$ cat src/rtl/onehot_ptr_pkg.sv
// Shared definitions for the circular pointer and its select-vector decoder.
package onehot_ptr_pkg;

  localparam int DEC_ONEHOT = 0;
  localparam int DEC_THERM  = 1;

  localparam logic ACT_HIGH = 1'b1;
  localparam logic ACT_LOW  = 1'b0;

  typedef enum logic {PTR_UP, PTR_DOWN} ptr_dir_t;

endpackage

$ cat src/rtl/ptr_dec.sv
// Combinational index decoder: one-hot or thermometer select vector with a selectable active level.
module ptr_dec
  import onehot_ptr_pkg::*;
#(
  parameter int   DEPTH = 8,
  parameter int   MODE  = DEC_ONEHOT,
  parameter logic ACT   = ACT_HIGH,
  localparam int  IN    = $clog2(DEPTH)
) (
  input  logic [IN-1:0]    idx,
  output logic [DEPTH-1:0] vec
);

  always_comb begin
    vec = {DEPTH{~ACT}};
    for (int i = 0; i < DEPTH; i++) begin
      if ((MODE == DEC_THERM) ? (i <= int'(idx)) : (i == int'(idx))) begin
        vec[i] = ACT;
      end
    end
  end

endmodule

$ cat src/rtl/onehot_ptr.sv
// Circular up/down pointer over DEPTH positions with load, registered decode and wrap/error pulses.
module onehot_ptr
  import onehot_ptr_pkg::*;
#(
  parameter int   DEPTH   = 8,
  parameter int   IN      = $clog2(DEPTH),
  parameter int   MODE    = DEC_ONEHOT,
  parameter logic ACT     = ACT_HIGH,
  parameter int   RST_VAL = 0
) (
  input  logic             clk,
  input  logic             reset,
  input  logic             en,
  input  logic             dir,
  input  logic             load,
  input  logic [IN-1:0]    load_val,
  output logic [IN-1:0]    ptr,
  output logic [DEPTH-1:0] out,
  output logic             wrap,
  output logic             err
);

  // One extra bit keeps DEPTH and DEPTH-1+1 from aliasing when DEPTH is a power of two.
  localparam logic [IN:0]   DEPTH_X = (IN+1)'(DEPTH);
  localparam logic [IN:0]   LAST_X  = DEPTH_X - 1'b1;
  localparam logic [IN-1:0] RST_PTR = IN'(RST_VAL);

  logic [IN-1:0]    ptr_q, ptr_d, dec_idx;
  logic [DEPTH-1:0] out_q, out_d;
  logic             wrap_q, wrap_d;
  logic             err_q, err_d;
  logic [IN:0]      ptr_x, step_x;

  always_comb begin
    ptr_d  = ptr_q;
    wrap_d = 1'b0;
    err_d  = 1'b0;
    ptr_x  = {1'b0, ptr_q};
    step_x = '0;
    if (load) begin
      if ({1'b0, load_val} < DEPTH_X) begin
        ptr_d = load_val;
      end else begin
        err_d = 1'b1;
      end
    end else if (en) begin
      if (ptr_dir_t'(dir) == PTR_DOWN) begin
        if (ptr_x == '0) begin
          ptr_d  = LAST_X[IN-1:0];
          wrap_d = 1'b1;
        end else begin
          step_x = ptr_x - 1'b1;
          ptr_d  = step_x[IN-1:0];
        end
      end else begin
        if (ptr_x == LAST_X) begin
          ptr_d  = '0;
          wrap_d = 1'b1;
        end else begin
          step_x = ptr_x + 1'b1;
          ptr_d  = step_x[IN-1:0];
        end
      end
    end
    dec_idx = reset ? RST_PTR : ptr_d;
  end

  // Decode the index the flops are about to hold so out_q always matches ptr_q.
  ptr_dec #(
    .DEPTH (DEPTH),
    .MODE  (MODE),
    .ACT   (ACT)
  ) u_dec (
    .idx (dec_idx),
    .vec (out_d)
  );

  always_ff @(posedge clk) begin
    if (reset) begin
      ptr_q  <= RST_PTR;
      wrap_q <= 1'b0;
      err_q  <= 1'b0;
    end else begin
      ptr_q  <= ptr_d;
      wrap_q <= wrap_d;
      err_q  <= err_d;
    end
    out_q <= out_d;
  end

  assign ptr  = ptr_q;
  assign out  = out_q;
  assign wrap = wrap_q;
  assign err  = err_q;

endmodule

$ cat config.mk
export PLATFORM = sky130hd
export DESIGN_NAME = onehot_ptr
export DESIGN_NICKNAME = d
export VERILOG_FILES = /design/src/rtl/onehot_ptr_pkg.sv /design/src/rtl/ptr_dec.sv /design/src/rtl/onehot_ptr.sv
export SDC_FILE = /design/constraint.sdc
export NUM_CORES = 1
export LEC_CHECK = 0
export CORE_MARGIN = 1.5
export CORE_UTILIZATION = 25
export CTS_BUF_LIST = sky130_fd_sc_hd__clkbuf_2
export DETAILED_ROUTE_END_ITERATION = 8
export PLACE_DENSITY = 0.5
export SYNTH_ARGS = -nofsm -noshare
export SYNTH_HDL_FRONTEND = slang
export SYNTH_SLANG_ARGS = --single-unit
export TNS_END_PERCENT = 50
$ cat constraint.sdc
create_clock -name clk -period 1.65 [get_ports clk]
set_input_delay 0.495 -clock clk [delete_from_list [all_inputs] [get_ports clk]]
set_output_delay 0.495 -clock clk [all_outputs]
set_load 0.03 [all_outputs]
== Yosys cells after proc, flatten, opt, wreduce, memory -nomap -nowiden ==
Cells that the tools add are included.
Cells by class
  reduce and logical (&&, ||, !) cells: 3
  bitwise logic cells: 1
  equality and inequality tests: 8
  add/subtract/negate cells: 2
  mux-type cells: 17
Operator list (count)
  3-bit 2-to-1 mux: 6
  3-bit equality test, first input constant: 4
  1-bit 2-to-1 mux: 11
  2-bit by 3-bit equality test with 1-bit output, first input constant: 2
  3-bit logical NOT: 2
  3-bit by 1-bit adder with 3-bit output, second input constant: 1
  1-bit by 3-bit equality test with 1-bit output, first input constant: 1
  3-bit equality test, second input constant: 1
  3-bit OR reduction: 1
  3-bit by 1-bit subtractor with 3-bit output, second input constant: 1
  1-bit inverter: 1
Word-level totals
  output and inout bits: 13
  bits of input ports: 8
  logic and storage cells: 34
  register bits: 12

== Logic depth before layout (Yosys ltp) ==
Gate-level depths: netlist of run 1.
  word-level depth: 8
  mapped depth: 7
  mapped depth without buffers: 7

== Cells and area by module ==
Synthesis of run 1 repeated with hierarchy kept, for this count alone.
Second synthesis, totals
  cell total of the unflattened synthesis: 50
  area total of the unflattened synthesis: 511.7 µm²
By module, submodules not included
  onehot_ptr: cells each 42, area an instance 446.7 µm², instances 1, sequential area each 240.2 µm²
  ptr_dec: cells each 8, area an instance 65.1 µm², instances 1, sequential area each 0.0 µm²

== Least setup slack after synthesis of run 1 ==
Ideal clock, no wire load.
  path type: flip-flop to flip-flop
  start point: register ptr_q[0] (netlist: ptr[0])
  end point: register out_q[7] (netlist: out[7])
  buffers on the path: 0
  data required time: 1534 ps
  setup slack: -296 ps
  stages on the path, launching flop included: 8
  library setup time: 116 ps
  period minus slack after synthesis: 1946 ps
  arrival: 1830 ps
  cells stage by stage: dfxtp_1 -> inv_1 -> ha_1 -> or3_1 -> a311oi_1 -> or4_4 -> inv_4 -> and3_1
On the way
  word-level cells in the longest chain between the ends: 8
  elaborated cells on any way between the ends: 12
  those cells by class: add/sub (2); eq/ne (2); mux (7); reduce/logical (1)
RTL lines
  from (decl): RTL line onehot_ptr.sv:28  | logic [IN-1:0] ptr_q, ptr_d, dec_idx;
  from (signal assigned): RTL line onehot_ptr.sv:84  | ptr_q <= ptr_d;
  3-bit by 1-bit adder with 3-bit output (tied with other cells): RTL line onehot_ptr.sv:60  | step_x = ptr_x + 1'b1;
  3-bit 2-to-1 mux, on equally long branches: RTL line onehot_ptr.sv:56, onehot_ptr.sv:48
  3-bit 2-to-1 mux (*): RTL line onehot_ptr.sv:47  | if (ptr_dir_t'(dir) == PTR_DOWN) begin
  3-bit 2-to-1 mux (*): RTL line onehot_ptr.sv:46  | end else if (en) begin
  3-bit 2-to-1 mux (*): RTL line onehot_ptr.sv:40  | if (load) begin
  3-bit 2-to-1 mux (*)
  named net dec_idx[2]: RTL line onehot_ptr.sv:28
  1-bit by 3-bit equality test with 1-bit output (*): RTL line ptr_dec.sv:17  | if ((MODE == DEC_THERM) ? (i <= int'(idx)) : (i == int'(idx))) begin
  1-bit 2-to-1 mux (*): RTL line ptr_dec.sv:17
  named net out_d[7]: RTL line onehot_ptr.sv:29  | logic [DEPTH-1:0] out_q, out_d;
  to (signal assigned): RTL line onehot_ptr.sv:88  | out_q <= out_d;
  to (decl): RTL line onehot_ptr.sv:29
Mark *: on every way through the listed nets, which the timed path passes. The rest lies on a longest branch.
A chain may end at the register's enable or synchronous reset.

== Worst setup path in the final report of run 1 ==
  start point: register ptr_q[0] (netlist: ptr[0])
  end point: register out_q[6] (netlist: out[6])
On the way
  word-level cells in the longest chain between the ends: 8
  elaborated cells on any way between the ends: 12
  those cells by class: add/sub (2); eq/ne (2); mux (7); reduce/logical (1)
RTL lines (RTL line)
  3-bit by 1-bit adder with 3-bit output (tied with other cells): onehot_ptr.sv:60
  3-bit 2-to-1 mux, on equally long branches: onehot_ptr.sv:56, onehot_ptr.sv:48
  3-bit 2-to-1 mux (*): onehot_ptr.sv:47
  3-bit 2-to-1 mux (*): onehot_ptr.sv:46
  3-bit 2-to-1 mux (*): onehot_ptr.sv:40
  3-bit 2-to-1 mux (*)
  named net dec_idx[2]: onehot_ptr.sv:28
  2-bit by 3-bit equality test with 1-bit output (*): ptr_dec.sv:17
  1-bit 2-to-1 mux (*): ptr_dec.sv:17
  named net out_d[6]: onehot_ptr.sv:29
Marks and branches as above.

==> key figures, run 1 <==
Setup path
  – Critical path capture point type: register
  – WS Path Type: register to register
  – Type of origin of the critical path: register
  – Slowest stage cell on the critical path: or4_4
  – CP arrival: 1.96 ns
  – Most frequent CP cell: ha_4
  – CP peak stage delay: 0.49 ns
  – Crit path required time: 1.86 ns
  – CP startpoint: ptr[0]
  – CP max FO: 5
  – Reg2reg start: ptr[0]
  – Worst-path cell chain: ha_4 -> ha_4 -> nor2b_4 -> a311oi_2 -> or4_4 -> inv_4 -> and3_1

Global route
  – Gr ovfl total: 0
  – First-pass GRT wire length: 2.166 mm
  – Initial antenna violation count: 0
  – Pin count of the biggest net entering global routing: 10
  – All-Layer GR Usage: 0.1148
  – Number of global-route vias before repair: 506

Worst hold path
  – Min-Delay Path Class: register to register
  – Hold_sp: ptr[2]

Layout
  – Multi-input gate area: 356.6 µm²
  – Synth-to-Final Area Change: 63.70%
  – FILL cells: 234
  – Reg area: 247.7 µm²
  – Share of cells above drive strength 1: 0.3810
  – Layout net count: 97
  – Antenna cell count: 0

Floorplan
  – DIE WIDTH: 50.41 µm
  – Initial Util: 0.2751
  – Core box area: 0.002042 mm²
  – Die area: 0.002541 mm²
  – IO Pins: 21
  – Height of the die: 50.41 µm
  – Rows: 16

Power
  – Leak: 0.4245 nW
  – Worst vdd ir: 0.3257 mV
  – Pwr Total: 0.6879 mW
  – Power per cell area: 748.0 mW/mm²

Logic synthesis
  – Seq cells post-synth: 12
  – Synth area leader: dfxtp_1
  – Ranking of synthesized cells by area: dfxtp_1 (43%), ha_1 (8.9%), and3_1 (4.5%), nor2_1 (4.0%), o32a_4 (4.0%)
  – Syn_nets: 67
  – YS warnings: 0
  – Syn avg cell area: 10.21 µm²
  – Top cell type's share of synthesized area: 0.4276
  – Seq/Total Area, Yosys: 0.4276
  – Synth Cell Area: 561.8 µm²
  – Syn Inst Count: 55
  – Synth unique cells: 26
  – Post-synth EDFFs: 0
  – FFs w/ async S/R, synth: 0
  – Main synth FF type: dfxtp_1

Routing
  – Total number of vias: 483
  – Wirelength per Cell: 10.45 µm
  – WL met1: 557 µm
  – First-pass iteration count of the detailed router: 2
  – Routed Antenna Nets: 0
  – Via density: 4.351
  – Max Used Layer: met4
  – Met3 WL: 73 µm
  – Final routed DRC violation total: 0
  – Post-Route WL: 1.160 mm
  – DRC marker count from the first detailed-route iteration: 5
  – WL met2: 500 µm

Clock network
  – CTS max path bufs: 2
  – CTS tree: yes
  – CTS sink count: 12
  – Clk_lat worst skew: 0.26 ns
  – Num CTS Buffers: 3
  – H-tree depth: 1
  – Root buffer cell: clkbuf_2
  – Hold Buf Count CTS: 0
  – CTS clk-pin slew, worst paths: 0.11 ns

Timing
  – PnR worst setup slack: -0.1028 ns
  – Final hold slack: 0.7957 ns
  – Crit share post-route: 1.062
  – Fin. Hold Viols: 0
  – Slew Limit Fails: 0
  – Tmin final: 1.753 ns
  – RSZ-0062 raised after global routing: true
  – Setup violators final: 9
  – Post-route clock skew: 0.007228 ns
  – Fmax: 570.5 MHz

Place
  – Port Buffers: 19
  – Hpwl dp: 910.6 µm
  – GP Congestion: 0.7997

Outcome
  – Outcome: finished with violations
  – Failing checks: negative setup slack

Flow run
  – Max cap viols: 0
-- area by class of cell --
| cell class | instances | area share |
|---|---|---|
| Multi-Input combinational cell | 36 | 0.3878 |
| Sequential cell | 12 | 0.2694 |
| Timing Repair Buffer | 26 | 0.2517 |
| Tap cell | 27 | 0.03673 |
| Inverter | 6 | 0.03401 |
| Clock buffer | 3 | 0.01633 |
| Clock inverter | 1 | 0.004082 |
-- per-layer routing --
layer  vias up  global-route usage
met5         -                   0
met4         0             0.06757
met3         4             0.02976
met2        19              0.1754
met1       216              0.1444
li1        244                   -
-- path summary, 6_finish.rpt --
| check | to | slack [ns] | depth (start not counted) |
|---|---|---|---|
| setup / recovery | out[6] | -0.10 | 7 |
| hold / removal | wrap | 0.80 | 3 |
| setup reg to reg | out[6] | -0.10 | 7 |
| hold reg to reg | wrap | 0.80 | 3 |
-- cell usage after synthesis, drive strengths merged (2+ instances only) --
cell and count:
dfxtp 12, ha 4, nor2 6, inv 5, nor2b 2, nor3 5
and3 4
-- cell usage in the layout (no fill, tap or decap), types with 2 or more instances in the layout --
master / instances
buf_4: 7
clkdlybuf4s50_1: 4
inv_1: 2
dfxtp_4: 2
dfxtp_1: 10
ha_4: 3
nor3_1: 2
clkbuf_2: 3
nor2_1: 6
inv_4: 3
and3_4: 2
and3_1: 2
dlygate4sd2_1: 12
nor3_2: 3
-- cell families (layout without fill, tap and decap cells) --
logic type,count (synthesis),in the layout,synth area share
buffers and inverters,7,36,0.06013
multiplexers,1,1,0.01782
other,1,1,0.006675
AND/OR/NAND/NOR,24,24,0.2695
flip-flops,12,12,0.4276
AO/OA/AOI/OAI,6,6,0.1292
adder cells (fa/ha/maj),4,4,0.08909
-- stage by stage --
step / instance area, µm² / utilization / setup TNS (ns) / cells / setup slack (ns)
2_1_floorplan: 599.3 / - / -0.1498 / 55 / -0.03624
6_report: 919.6 / 0.4504 / -0.6484 / 111 / -0.1028
5_1_grt: 919.6 / 0.4504 / -1.338 / 111 / -0.1832
4_1_cts: 903.4 / 0.4424 / -0.5912 / 111 / -0.09030
3_5_place_dp: 860.8 / 0.4216 / -3.939 / 106 / -0.4347
3_3_place_gp: 860.8 / 0.4216 / -3.678 / 106 / -0.4129
-- repair_timing --
| item | 4_1_cts | 5_1_grt |
|---|---|---|
| gates resized for setup | 22 | 4 |
| buffers inserted | 1 | 0 |
| setup endpoints to repair | 20 | 10 |
-- report_power, final --
| group | total (mW) | switching (mW) | leakage (nW) | internal [mW] |
|---|---|---|---|---|
| sequential | 0.324 | 0.0146 | 0.0998 | 0.309 |
| clock | 0.144 | 0.0917 | 0.0140 | 0.0526 |
| combinational | 0.220 | 0.118 | 0.311 | 0.102 |
-- critical path: cells and delay by family, from the launching register on --
| family | cells | cell delay, ns |
|---|---|---|
| DFF | 1 | 0.39 |
| AOI/OAI and AO/OA | 1 | 0.04 |
| adders and majority gates | 2 | 0.42 |
| buffers and inverters | 1 | 0.10 |
| and+or+nand+nor | 3 | 0.75 |
-- state kept, by name, indices dropped and copies added (netlist names) --
| signal | flops |
|---|---|
| out | 8 |
| ptr | 3 |
| wrap | 1 |
Note: power is estimated with default switching activity, not from simulation.
==> inputs of run 2 (changes only) <==
--- a/config.mk
+++ b/config.mk
@@ -7,7 +7,7 @@
 export LEC_CHECK = 0
 export CORE_MARGIN = 1.5
 export CORE_UTILIZATION = 25
-export CTS_BUF_LIST = sky130_fd_sc_hd__clkbuf_2
+export CTS_BUF_LIST = sky130_fd_sc_hd__clkbuf_4
 export DETAILED_ROUTE_END_ITERATION = 8
 export PLACE_DENSITY = 0.5
 export SYNTH_ARGS = -nofsm -noshare
==> run 2 against run 1 <==
Against the previous run:
- the flow still finishes with violations (negative setup slack)
- first-iteration DRC count down 20%
- die area unchanged
- sequential cell count unchanged
- global-route usage down 0.062 points
- wire length up 1.0%
- cell count unchanged
- sequential share of layout area down 0.33 points
- worst setup slack better by 0.0047 ns
- via count down 0.21%
- critical path type unchanged
- largest power group unchanged
- highest routed layer unchanged
==> key figures, run 2 (synthesis gave the netlist of run 1 again) <==
Outcome
  – Outcome: finished with violations
  – Failing checks: negative setup slack

Power
  – Leak: 0.4313 nW
  – Clock share of power: 0.243
  – Worst vdd ir: 0.3439 mV
  – Power per cell area: 774.1 mW/mm²
  – Part of the power in registers: 0.450
  – Combinational Power Share: 0.307
  – Switching share of total power: 0.3087
  – Sw power: 0.2225 mW
  – Pwr Total: 0.7206 mW
  – Cell-internal power: 0.4982 mW

Routing
  – Post-Route WL: 1.172 mm
  – Wirelength per Cell: 10.56 µm
  – First-pass iteration count of the detailed router: 4
  – Final routed DRC violation total: 0
  – Total number of vias: 482
  – Via density: 4.342
  – DRC marker count from the first detailed-route iteration: 4
  – Routed Antenna Nets: 0

Clock network
  – CTS tree: yes
  – Num CTS Buffers: 3
  – CTS max path bufs: 2
  – Root buffer cell: clkbuf_4
  – CTS sink count: 12
  – H-tree depth: 1
  – Clk_lat worst skew: 0.26 ns
  – Hold Buf Count CTS: 0
  – CTS clk-pin slew, worst paths: 0.07 ns

Floorplan
  – Core box area: 0.002042 mm²
  – Height of the die: 50.41 µm
  – Rows: 16
  – Die area: 0.002541 mm²
  – IO Pins: 21
  – Initial Util: 0.2751
  – DIE WIDTH: 50.41 µm

Place
  – GP Congestion: 0.7997
  – Port Buffers: 19
  – Placed inst area: 860.8 µm²
  – Hpwl dp: 910.6 µm
  – Post-Place Worst Slack: -0.4347 ns

Setup path
  – CP max FO: 5
  – WS Path Type: register to register
  – Worst reg-to-reg setup slack: -0.1 ns
  – Type of origin of the critical path: register
  – Critical path capture point type: register
  – CP arrival: 1.96 ns
  – Crit path required time: 1.86 ns

Timing
  – Setup violators final: 8
  – Final hold slack: 0.7966 ns
  – PnR worst setup slack: -0.09810 ns
  – Fin. Hold Viols: 0
  – Tmin final: 1.748 ns
  – Post-route clock skew: 0.003340 ns
  – RSZ-0062 raised after global routing: true
  – Crit share post-route: 1.059
  – Slew Limit Fails: 0
  – Fmax: 572.1 MHz

Global route
  – Gr ovfl total: 0
  – Number of global-route vias before repair: 512
  – Pin count of the biggest net entering global routing: 10
  – All-Layer GR Usage: 0.1142
  – Initial antenna violation count: 0
  – First-pass GRT wire length: 2.194 mm

Worst hold path
  – Min-Delay Path Class: register to register

Layout
  – Synth-to-Final Area Change: 65.70%
  – Commonest non-fill, non-tap cell in the layout: dlygate4sd2_1
  – Fin area: 930.9 µm²
  – Antenna cell count: 0
  – Max reg flops: 8
  – Most frequent cells in the layout: dlygate4sd2_1 (12), dfxtp_1 (10), buf_4 (7), nor2_1 (6)
  – Share of cells above drive strength 1: 0.4048
  – Final core occ: 0.4559
  – FILL cells: 233
  – Layout net count: 97

Flow run
  – Max cap viols: 0
run 2: per-stage QoR:
stage | TNS [ns] | instances
final | -0.5955 | 111
after global routing | -1.259 | 111
after CTS | -0.5254 | 111
after detailed placement | -3.939 | 106
after global placement | -3.678 | 106
after floorplan | -0.1498 | 55
run 2: path summary, 6_finish.rpt:
kind | end | cells after the start | start
min reg2reg | wrap | 3 | ptr[2]
max | out[6] | 7 | ptr[0]
max reg2reg | out[6] | 7 | ptr[0]
min | wrap | 3 | ptr[2]
run 2: cell type report:
class,instances,area (µm²),share of cell area
inverters,6,31.28,0.03360
clock buffers,3,22.52,0.02419
clock inverters,1,3.754,0.004032
flip-flops and latches,12,247.7,0.2661
multi-input cells,36,366.6,0.3938
repair buffers,26,225.2,0.2419
well taps,27,33.78,0.03629
run 2: layer usage:
layer | vias to the layer above | GRT usage | share of wire
met5 | - | 0 | 0
met4 | 0 | 0.05405 | 0.0034
met3 | 2 | 0.02976 | 0.067
met2 | 21 | 0.1732 | 0.46
met1 | 214 | 0.1499 | 0.46
li1 | 245 | - | -
run 2: power groups by stage:
stage / Combinational [mW] / Sequential (mW) / Clock [mW]
3_5_place_dp: 0.219 / 0.330 / 0
3_3_place_gp: 0.219 / 0.332 / 0
5_1_grt: 0.243 / 0.328 / 0.198
4_1_cts: 0.218 / 0.325 / 0.185
6_report: 0.221 / 0.324 / 0.175
2_1_floorplan: 0.0877 / 0.370 / 0
run 2: worst max-delay path, cell delays in order (launching register included):
cell      delay [ns]
dfxtp_4         0.38
ha_4            0.17
ha_4            0.25
nor2b_4         0.12
a311oi_2        0.04
or4_4           0.49
inv_4           0.10
and3_1          0.14
run 2: repair_timing:
action | 4_1_cts | 5_1_grt
pin swaps | 1 | 1
endpoints found under the hold margin | 0 | 0
setup endpoints to repair | 20 | 11
buffers inserted | 1 | 0
resized for setup | 23 | 5
==> inputs of run 3 (changes only) <==
--- a/config.mk
+++ b/config.mk
@@ -8,8 +8,10 @@
 export CORE_MARGIN = 1.5
 export CORE_UTILIZATION = 25
 export CTS_BUF_LIST = sky130_fd_sc_hd__clkbuf_4
+export CTS_CLUSTER_DIAMETER = 60
 export DETAILED_ROUTE_END_ITERATION = 8
 export PLACE_DENSITY = 0.5
+export SLEW_MARGIN = 20
 export SYNTH_ARGS = -nofsm -noshare
 export SYNTH_HDL_FRONTEND = slang
 export SYNTH_SLANG_ARGS = --single-unit
==> results of run 3 <==
Final layout, timing and power as in run 2 (identical DEF).
